### config.mk
export PLATFORM = sky130hd
export DESIGN_NAME = optmult_rr_sched
export DESIGN_NICKNAME = d
export VERILOG_FILES = /design/src/rtl/optmult_rr_sched.sv
export SDC_FILE = /design/constraint.sdc
export NUM_CORES = 1
export LEC_CHECK = 0
export ABC_AREA = 1
export BUFFER_PORTS_ARGS = -buffer_cell sky130_fd_sc_hd__buf_4
export CAP_MARGIN = 5
export CORE_ASPECT_RATIO = 0.9
export CORE_MARGIN = 2
export CORE_UTILIZATION = 46
export CTS_CLUSTER_SIZE = 12
export DETAILED_ROUTE_END_ITERATION = 16
export PLACE_DENSITY = 0.84
export SYNTH_ARGS = -nofsm -noshare
export SYNTH_HDL_FRONTEND = slang
export SYNTH_SLANG_ARGS = --single-unit
### constraint.sdc
create_clock -name clk -period 1.9 [get_ports clk]
set_input_delay 0.19 -clock clk [delete_from_list [all_inputs] [get_ports clk]]
set_output_delay 0.19 -clock clk [all_outputs]
set_load 0.02 [all_outputs]
### src/rtl/optmult_rr_sched.sv
// Round-robin scheduler sharing one external combinational/pipelined multiplier among NREQ requesters.
// Optional statistics counters are built when OPTMULT_SCHED_STATS_EN is defined.
module optmult_rr_sched #(
    parameter int NREQ     = 4,
    parameter int M_W      = 8,
    parameter int N_W      = 8,
    parameter int UNSIGNED = 1,
    parameter int MUL_LAT  = 0,
    localparam int IDW     = (NREQ > 1) ? $clog2(NREQ) : 1
) (
    input  logic                  clk,
    input  logic                  rst,
    input  logic [NREQ-1:0]       req_valid,
    output logic [NREQ-1:0]       req_ready,
    input  logic [NREQ*M_W-1:0]   req_a,
    input  logic [NREQ*N_W-1:0]   req_b,
    output logic [M_W-1:0]        mul_a,
    output logic [N_W-1:0]        mul_b,
    input  logic [M_W+N_W-1:0]    mul_p,
    output logic                  resp_valid,
    input  logic                  resp_ready,
    output logic [IDW-1:0]        resp_id,
    output logic [M_W+N_W-1:0]    resp_p,
`ifdef OPTMULT_SCHED_STATS_EN
    output logic [31:0]           stat_ops,
    output logic [31:0]           stat_wait,
`endif
    output logic                  busy
);

    localparam int CW = (MUL_LAT > 0) ? $clog2(MUL_LAT + 1) : 1;

    typedef enum logic [1:0] {S_IDLE, S_BUSY, S_DONE} state_t;

    state_t               state_q;
    logic [IDW-1:0]       rr_ptr_q, rr_ptr_d;
    logic [CW-1:0]        cnt_q;
    logic [M_W-1:0]       mul_a_q;
    logic [N_W-1:0]       mul_b_q;
    logic                 resp_valid_q;
    logic [IDW-1:0]       resp_id_q;
    logic [M_W+N_W-1:0]   resp_p_q;

    logic                 found;
    logic [IDW-1:0]       win;
    logic [NREQ-1:0]      gnt;
    logic [M_W-1:0]       a_sel;
    logic [N_W-1:0]       b_sel;

    // Pass 0 scans indices >= rr_ptr, pass 1 wraps to indices below it.
    always_comb begin
        found = 1'b0;
        win   = '0;
        gnt   = '0;
        a_sel = '0;
        b_sel = '0;
        for (int unsigned p = 0; p < 2; p++) begin
            for (int unsigned i = 0; i < NREQ; i++) begin
                if (!found && req_valid[i] && ((p == 0) == (i >= 32'(rr_ptr_q)))) begin
                    found  = 1'b1;
                    win    = IDW'(i);
                    gnt[i] = 1'b1;
                    a_sel  = req_a[i*M_W +: M_W];
                    b_sel  = req_b[i*N_W +: N_W];
                end
            end
        end
    end

    assign rr_ptr_d  = (win == IDW'(NREQ - 1)) ? '0 : win + 1'b1;
    assign req_ready = (state_q == S_IDLE) ? gnt : '0;

    always_ff @(posedge clk) begin
        if (rst) begin
            state_q      <= S_IDLE;
            rr_ptr_q     <= '0;
            cnt_q        <= '0;
            mul_a_q      <= '0;
            mul_b_q      <= '0;
            resp_valid_q <= 1'b0;
            resp_id_q    <= '0;
            resp_p_q     <= '0;
        end else begin
            case (state_q)
                S_IDLE: begin
                    if (found) begin
                        mul_a_q   <= a_sel;
                        mul_b_q   <= b_sel;
                        resp_id_q <= win;
                        rr_ptr_q  <= rr_ptr_d;
                        cnt_q     <= '0;
                        state_q   <= S_BUSY;
                    end
                end
                S_BUSY: begin
                    if (cnt_q == CW'(MUL_LAT)) begin
                        resp_p_q     <= mul_p;
                        resp_valid_q <= 1'b1;
                        state_q      <= S_DONE;
                    end else begin
                        cnt_q <= cnt_q + 1'b1;
                    end
                end
                S_DONE: begin
                    if (resp_ready) begin
                        resp_valid_q <= 1'b0;
                        state_q      <= S_IDLE;
                    end
                end
                default: state_q <= S_IDLE;
            endcase
        end
    end

`ifdef OPTMULT_SCHED_STATS_EN
    logic [31:0] stat_ops_q, stat_wait_q;

    always_ff @(posedge clk) begin
        if (rst) begin
            stat_ops_q  <= '0;
            stat_wait_q <= '0;
        end else begin
            if (resp_valid_q && resp_ready && stat_ops_q != '1)
                stat_ops_q <= stat_ops_q + 32'd1;
            if ((|req_valid) && (req_ready == '0) && stat_wait_q != '1)
                stat_wait_q <= stat_wait_q + 32'd1;
        end
    end

    assign stat_ops  = stat_ops_q;
    assign stat_wait = stat_wait_q;
`endif

    assign mul_a      = mul_a_q;
    assign mul_b      = mul_b_q;
    assign resp_valid = resp_valid_q;
    assign resp_id    = resp_id_q;
    assign resp_p     = resp_p_q;
    assign busy       = (state_q != S_IDLE);

endmodule

==> results of run 1 <==
==> routing by layer <==
metal | global-route usage, % | vias up | part of all wire, %
met5 | 0 | - | 0
met3 | 4.796 | 15 | 7.3
li1 | - | 1651 | -
met1 | 34.72 | 1507 | 43
met2 | 44.44 | 140 | 47
met4 | 8.015 | 0 | 2.1
==> synth_stat cells <==
master	instances	share of area (%)
inv_1	51	7.4
nand2_2	4	0.97
nand2_1	94	14
buf_2	6	1.2
nand4_4	1	0.83
clkinv_1	5	0.73
a211oi_1	1	0.29
o21ai_2	6	2.0
o21ai_1	3	0.58
nand2_4	1	0.44
nor2_2	1	0.24
buf_4	1	0.29
buf_6	5	2.2
nand4_1	16	3.9
inv_2	2	0.29
dlymetal6s2s_1	1	0.49
nand3_1	39	7.6
a21oi_2	1	0.34
clkbuf_1	5	0.73
a21oi_1	13	2.5
nor2_1	119	17
buf_1	1	0.15
o21ai_0	27	5.3
dfxtp_1	39	30
==> critical path: cells and delay by family, from the launching register on <==
| kind | cells | cell delay (ns) |
|---|---|---|
| buffers and inverters | 3 | 0.44 |
| DFF | 1 | 0.34 |
| and+or+nand+nor | 3 | 0.33 |
| AOI/OAI and AO/OA | 1 | 0.25 |
==> where the power goes <==
group / switching, µW / internal, µW / total (µW)
Combinational: 689 / 500 / 1190
Clock: 307 / 425 / 732
Sequential: 62.5 / 931 / 993
Total: 1060 / 1860 / 2920
==> cells in the final DEF, fill, tap and decap left out <==
cell type,netlist,final
o21ai_2,6,6
nand2_1,94,92
nand4_4,1,1
dfxtp_1,39,37
nand2_2,4,6
buf_12,0,1
nand3_2,0,2
nand2_4,1,1
a21oi_2,1,1
inv_1,51,50
clkinv_2,0,1
buf_4,1,146
dfxtp_2,0,2
a21oi_1,13,13
nand4_1,16,16
nor2_1,119,119
bufinv_16,0,1
nand3_1,39,37
o21ai_0,27,24
clkinvlp_4,0,4
inv_4,0,1
clkbuf_8,0,6
nor2_4,0,1
o21ai_1,3,6
inv_2,2,1
a211oi_1,1,1
clkinv_1,5,3
==> state kept, by name (all words and copies together) (netlist names) <==
register	flops
state_q	2
mul_b	8
resp_p	16
resp_valid	1
rr_ptr_q	2
resp_id	2
mul_a	8
==> kinds of logic (layout without fill, tap and decap cells) <==
kind of cell	after synthesis	in the layout	share of synthesized area [%]
buffers and inverters	77	214	13.49
and+or+nand+nor	275	275	45.08
DFF	39	39	30.38
AOI/OAI and AO/OA	51	51	11.05
==> final timing paths <==
path,from,to,cells past startpoint
hold / removal,resp_ready,resp_valid,2
hold reg to reg,resp_id[0],resp_id[0],2
setup reg to reg,rr_ptr_q[1],mul_a[3],12
setup / recovery,rr_ptr_q[0],req_ready[2],7
==> through the flow <==
| stage | hold WS [ns] | total power (µW) |
|---|---|---|
| 2_1_floorplan | 0.2591 | 1662 |
| 3_3_place_gp | 0.3867 | 2115 |
| 3_5_place_dp | 0.3952 | 2140 |
| 4_1_cts | 0.08533 | 2876 |
| 5_1_grt | 0.1003 | 3077 |
| 6_report | 0.08912 | 2915 |
==> layout make-up <==
| type | instances | area [µm²] |
|---|---|---|
| clock buffers | 6 | 82.58 |
| fillers | 449 | 1515 |
| well taps | 67 | 83.83 |
| repair buffers | 147 | 1116 |
| repair inverters | 1 | 7.507 |
| multi-input cells | 326 | 1463 |
| clock inverters | 2 | 35.03 |
| flip-flops and latches | 39 | 783.3 |
| inverters | 58 | 231.5 |
==> timing repair <==
| item | 4_1_cts | 5_1_grt |
|---|---|---|
| cloned | 0 | 1 |
| pin swaps | 2 | 1 |
| setup buffers | 4 | 3 |
| endpoints found under the setup margin | 5 | 22 |
| resized for setup | 2 | 14 |
==> qor.yml, run 1 <==
overflow: 0
worst-endpoint-required_ns: 1.71
port_buffers: 126
cp.arrival_ns: 1.64
yosysWarnings: 0
worst_slack_ns: 0.07100
status: "complete, no violations"
cts_tree: "done"
clk_path_buf_depth: 2
place_ws_ns: -0.003709
syn_nets: 529
core_um2: 5318
reg2reg_slack_ns: 0.16
grt_pass1_vias: 2933
peakVddDrop_mv: 0.6105
die_area_um2: 6202
setup_tns_ns: 0
drt_iter0_drc: 192
wl_per_cell_um: 13.19
power_leakage_uw: 0.002056
grt_max_degree: 24
cp-start-kind: "flip-flop"
clk_latency_ns: 0.30
hold_class: "input pin to flip-flop"
final_util_pct: 71.51
p_per_area_nw_per_um2: 766.7
crit_fanout: 9
crit_chain: "nand2_1 > nand2_2 > buf_4 > inv_1 > nand3_2 > a21oi_1 > buf_4"
critPathKind: "flip-flop to primary output"
critPathMaxStageDelay_ns: 0.34
dp_cells: 630
drive_gt1_share_pct: 31.26
initial_utilization_pct: 48.33
cts_num_sinks: 39
final_hold_viol_count: 0
slew_headroom_pct: 70.17
ys_ff_latch: 39
synthToLayoutAreaGrowth_pct: 47.96
std_cell_rows: 25
ioPinCount: 127
htreeDepth: 2
setup_viol: 0
endpoint_kind: "primary output"
fin_nets: 665
placed_area_um2: 3588
grt_pass1_wl_mm: 12.86
antenna_cells: 0
cts_inserted_buffers: 5
drv_cap: 0
synth_cell_types: 24
ant_nets: 0
wl_mm: 8.522
fin_area_um2: 3802
synth_cells: 442
slowest_stage: "dfxtp_2"
skew_ns: 0.009041
globalplace.congestion: 0.8871
die_x_um: 82.79
clockRootBuffer: "clkbuf_8"
vias: 3313
tightest_slew_ns: 0.4447
final_cells: 646
clk_pin_slew_ns: 0.08
drtPass1Iterations: 5
fmax_mhz: 546.7
min_period_over_period_pct: 96.26
drv_slew: 0
ys_seq_area_share_pct: 30.38
routed_via_density: 5.128
synth_area_per_cell_um2: 5.814
die_h_um: 74.91
period_minus_slack_ns: 1.829
synth_area_um2: 2570
antenna_found_initial: 0
ctsHoldBuffers: 0
grt_usage_pct: 26.42
drc: 0
dp_hpwl_mm: 6.212
cp_common_cell: "buf_4"
Note: power is estimated with default switching activity, not from simulation.
==> run 2: changes to the inputs <==
--- a/config.mk
+++ b/config.mk
@@ -10,10 +10,10 @@
 export CAP_MARGIN = 5
 export CORE_ASPECT_RATIO = 0.9
 export CORE_MARGIN = 2
-export CORE_UTILIZATION = 46
+export CORE_UTILIZATION = 50
 export CTS_CLUSTER_SIZE = 12
 export DETAILED_ROUTE_END_ITERATION = 16
-export PLACE_DENSITY = 0.84
+export PLACE_DENSITY = 0.9
 export SYNTH_ARGS = -nofsm -noshare
 export SYNTH_HDL_FRONTEND = slang
 export SYNTH_SLANG_ARGS = --single-unit
==> constraint.sdc (replaced) <==
create_clock -name clk -period 2.2 [get_ports clk]
set_input_delay 0.22 -clock clk [delete_from_list [all_inputs] [get_ports clk]]
set_output_delay 0.22 -clock clk [all_outputs]
set_load 0.02 [all_outputs]
==> run 2 against run 1 <==
  * Combinational power fell by 18%
  * Core utilization rose by 3.4 points
  * First-iteration DRC count up 49%
  * Wire length down 0.60%
  * Largest power group unchanged
  * Register-to-register slack gained 0.13 ns
  * Critical path depth fell by 1
  * Die area down 7.6%
  * Clock skew shrank 0.0050 ns
  * Sequential power decreased by 13%
  * Highest routed layer unchanged
  * Global-route usage is 2.0 points higher
==> qor.yml, run 2 (same netlist as run 1, synthesis figures left out) <==
grt_max_degree: 28
power.switching_uw: 905.6
cp.arrival_ns: 1.86
drt_iter0_drc: 287
drive_gt1_share_pct: 28.40
std_cell_rows: 24
grt_pass1_wl_mm: 13.14
layout_common_cells: "buf_4, nor2_1, nand2_1"
fmax_mhz: 481.6
port_buffers: 126
core_um2: 4895
ioPinCount: 127
die_area_um2: 5730
dp_hpwl_mm: 6.055
hold_slack_ns: 0.1122
endpoint_kind: "primary output"
p_comb_share_pct: 39.9
synthToLayoutAreaGrowth_pct: 42.65
initial_utilization_pct: 52.51
grt_pass1_vias: 2873
clock_power_share_pct: 24.8
die_h_um: 72.02
p_sw_share_pct: 37.11
ant_nets: 0
crit_fanout: 17
seq_power_share_pct: 35.3
cp-start-kind: "flip-flop"
period_minus_slack_ns: 2.076
tightest_slew_ns: 0.6502
cts_num_sinks: 39
wl_per_cell_um: 13.40
status: "complete, no violations"
overflow: 0
die_x_um: 79.57
vias: 3295
clk_path_buf_depth: 2
drtPass1Iterations: 5
fin_nets: 653
skew_ns: 0.004057
final_util_pct: 74.90
hold_class: "input pin to flip-flop"
globalplace.congestion: 0.8638
cts_inserted_buffers: 5
power_leakage_uw: 0.001998
antenna_found_initial: 0
antenna_cells: 0
wl_mm: 8.471
critPathKind: "flip-flop to primary output"
clockRootBuffer: "clkbuf_8"
p_int_uw: 1535
final_hold_viol_count: 0
setup_tns_ns: 0
drv_cap: 0
drc: 0
worst-endpoint-required_ns: 1.98
min_period_over_period_pct: 94.38
total_power_uw: 2440
slew_headroom_pct: 56.61
largest_reg_flops: 16
p_per_area_nw_per_um2: 665.7
routed_via_density: 5.214
rsz0062_at_grt: "false"
peakVddDrop_mv: 0.4700
clk_latency_ns: 0.29
htreeDepth: 2
clk_pin_slew_ns: 0.08
grt_usage_pct: 28.39
worst_slack_ns: 0.1237
cts_tree: "done"
drv_slew: 0
setup_viol: 0
place_ws_ns: 0.2466
final_common_cell: "buf_4"
-- run 2: path summary, 6_finish.rpt --
kind / start / to / slack [ns] / depth (start not counted)
worst max-delay path: rr_ptr_q[1] / req_ready[1] / 0.12 / 6
worst min-delay path: resp_ready / resp_valid / 0.11 / 2
worst max register to register: rr_ptr_q[1] / mul_b[7] / 0.29 / 9
worst min register to register: resp_id[0] / resp_id[0] / 0.47 / 2
-- run 2: critical path, cell delays in order (launching register included) --
cell and delay, ns:
dfxtp_1 0.37, inv_1 0.05, nand2_1 0.10, clkinv_1 0.46
nand2_1 0.30, a21oi_1 0.12, buf_4 0.17
-- run 2: final cells by class --
class | instances | area, µm²
clock inverter | 3 | 43.79
fill | 412 | 1229
timing repair buffer | 136 | 1021
tap | 65 | 81.33
multi-input combinational | 326 | 1453
sequential | 39 | 780.7
inverter | 58 | 217.7
clock buffer | 5 | 68.82
-- run 2: power groups by stage --
stage / clock, µW / sequential [µW] / combinational, µW
after floorplan: 0 / 968 / 467
after global placement: 0 / 870 / 926
after detailed placement: 0 / 870 / 957
after CTS: 610 / 859 / 961
after global routing: 634 / 871 / 1060
final: 605 / 861 / 975
-- run 2: repair_timing --
action | CTS | global route
hold buffers | 0 | 0
resized for setup | 0 | 2
setup buffers | 0 | 5
setup endpoints to repair | 0 | 2
-- run 2: stage by stage --
step / cells / area (µm²)
after floorplan: 442 / 2570
after global placement: 619 / 3506
after detailed placement: 619 / 3506
after CTS: 627 / 3618
after global routing: 632 / 3666
final: 632 / 3666
-- run 2: layer usage --
metal / global-route usage (%) / vias to the layer above / wire [µm]
li1: - / 1630 / -
met1: 36.04 / 1464 / 3343
met2: 50.23 / 181 / 4224
met3: 4.726 / 20 / 745
met4: 7.280 / 0 / 157
met5: 0 / - / 0
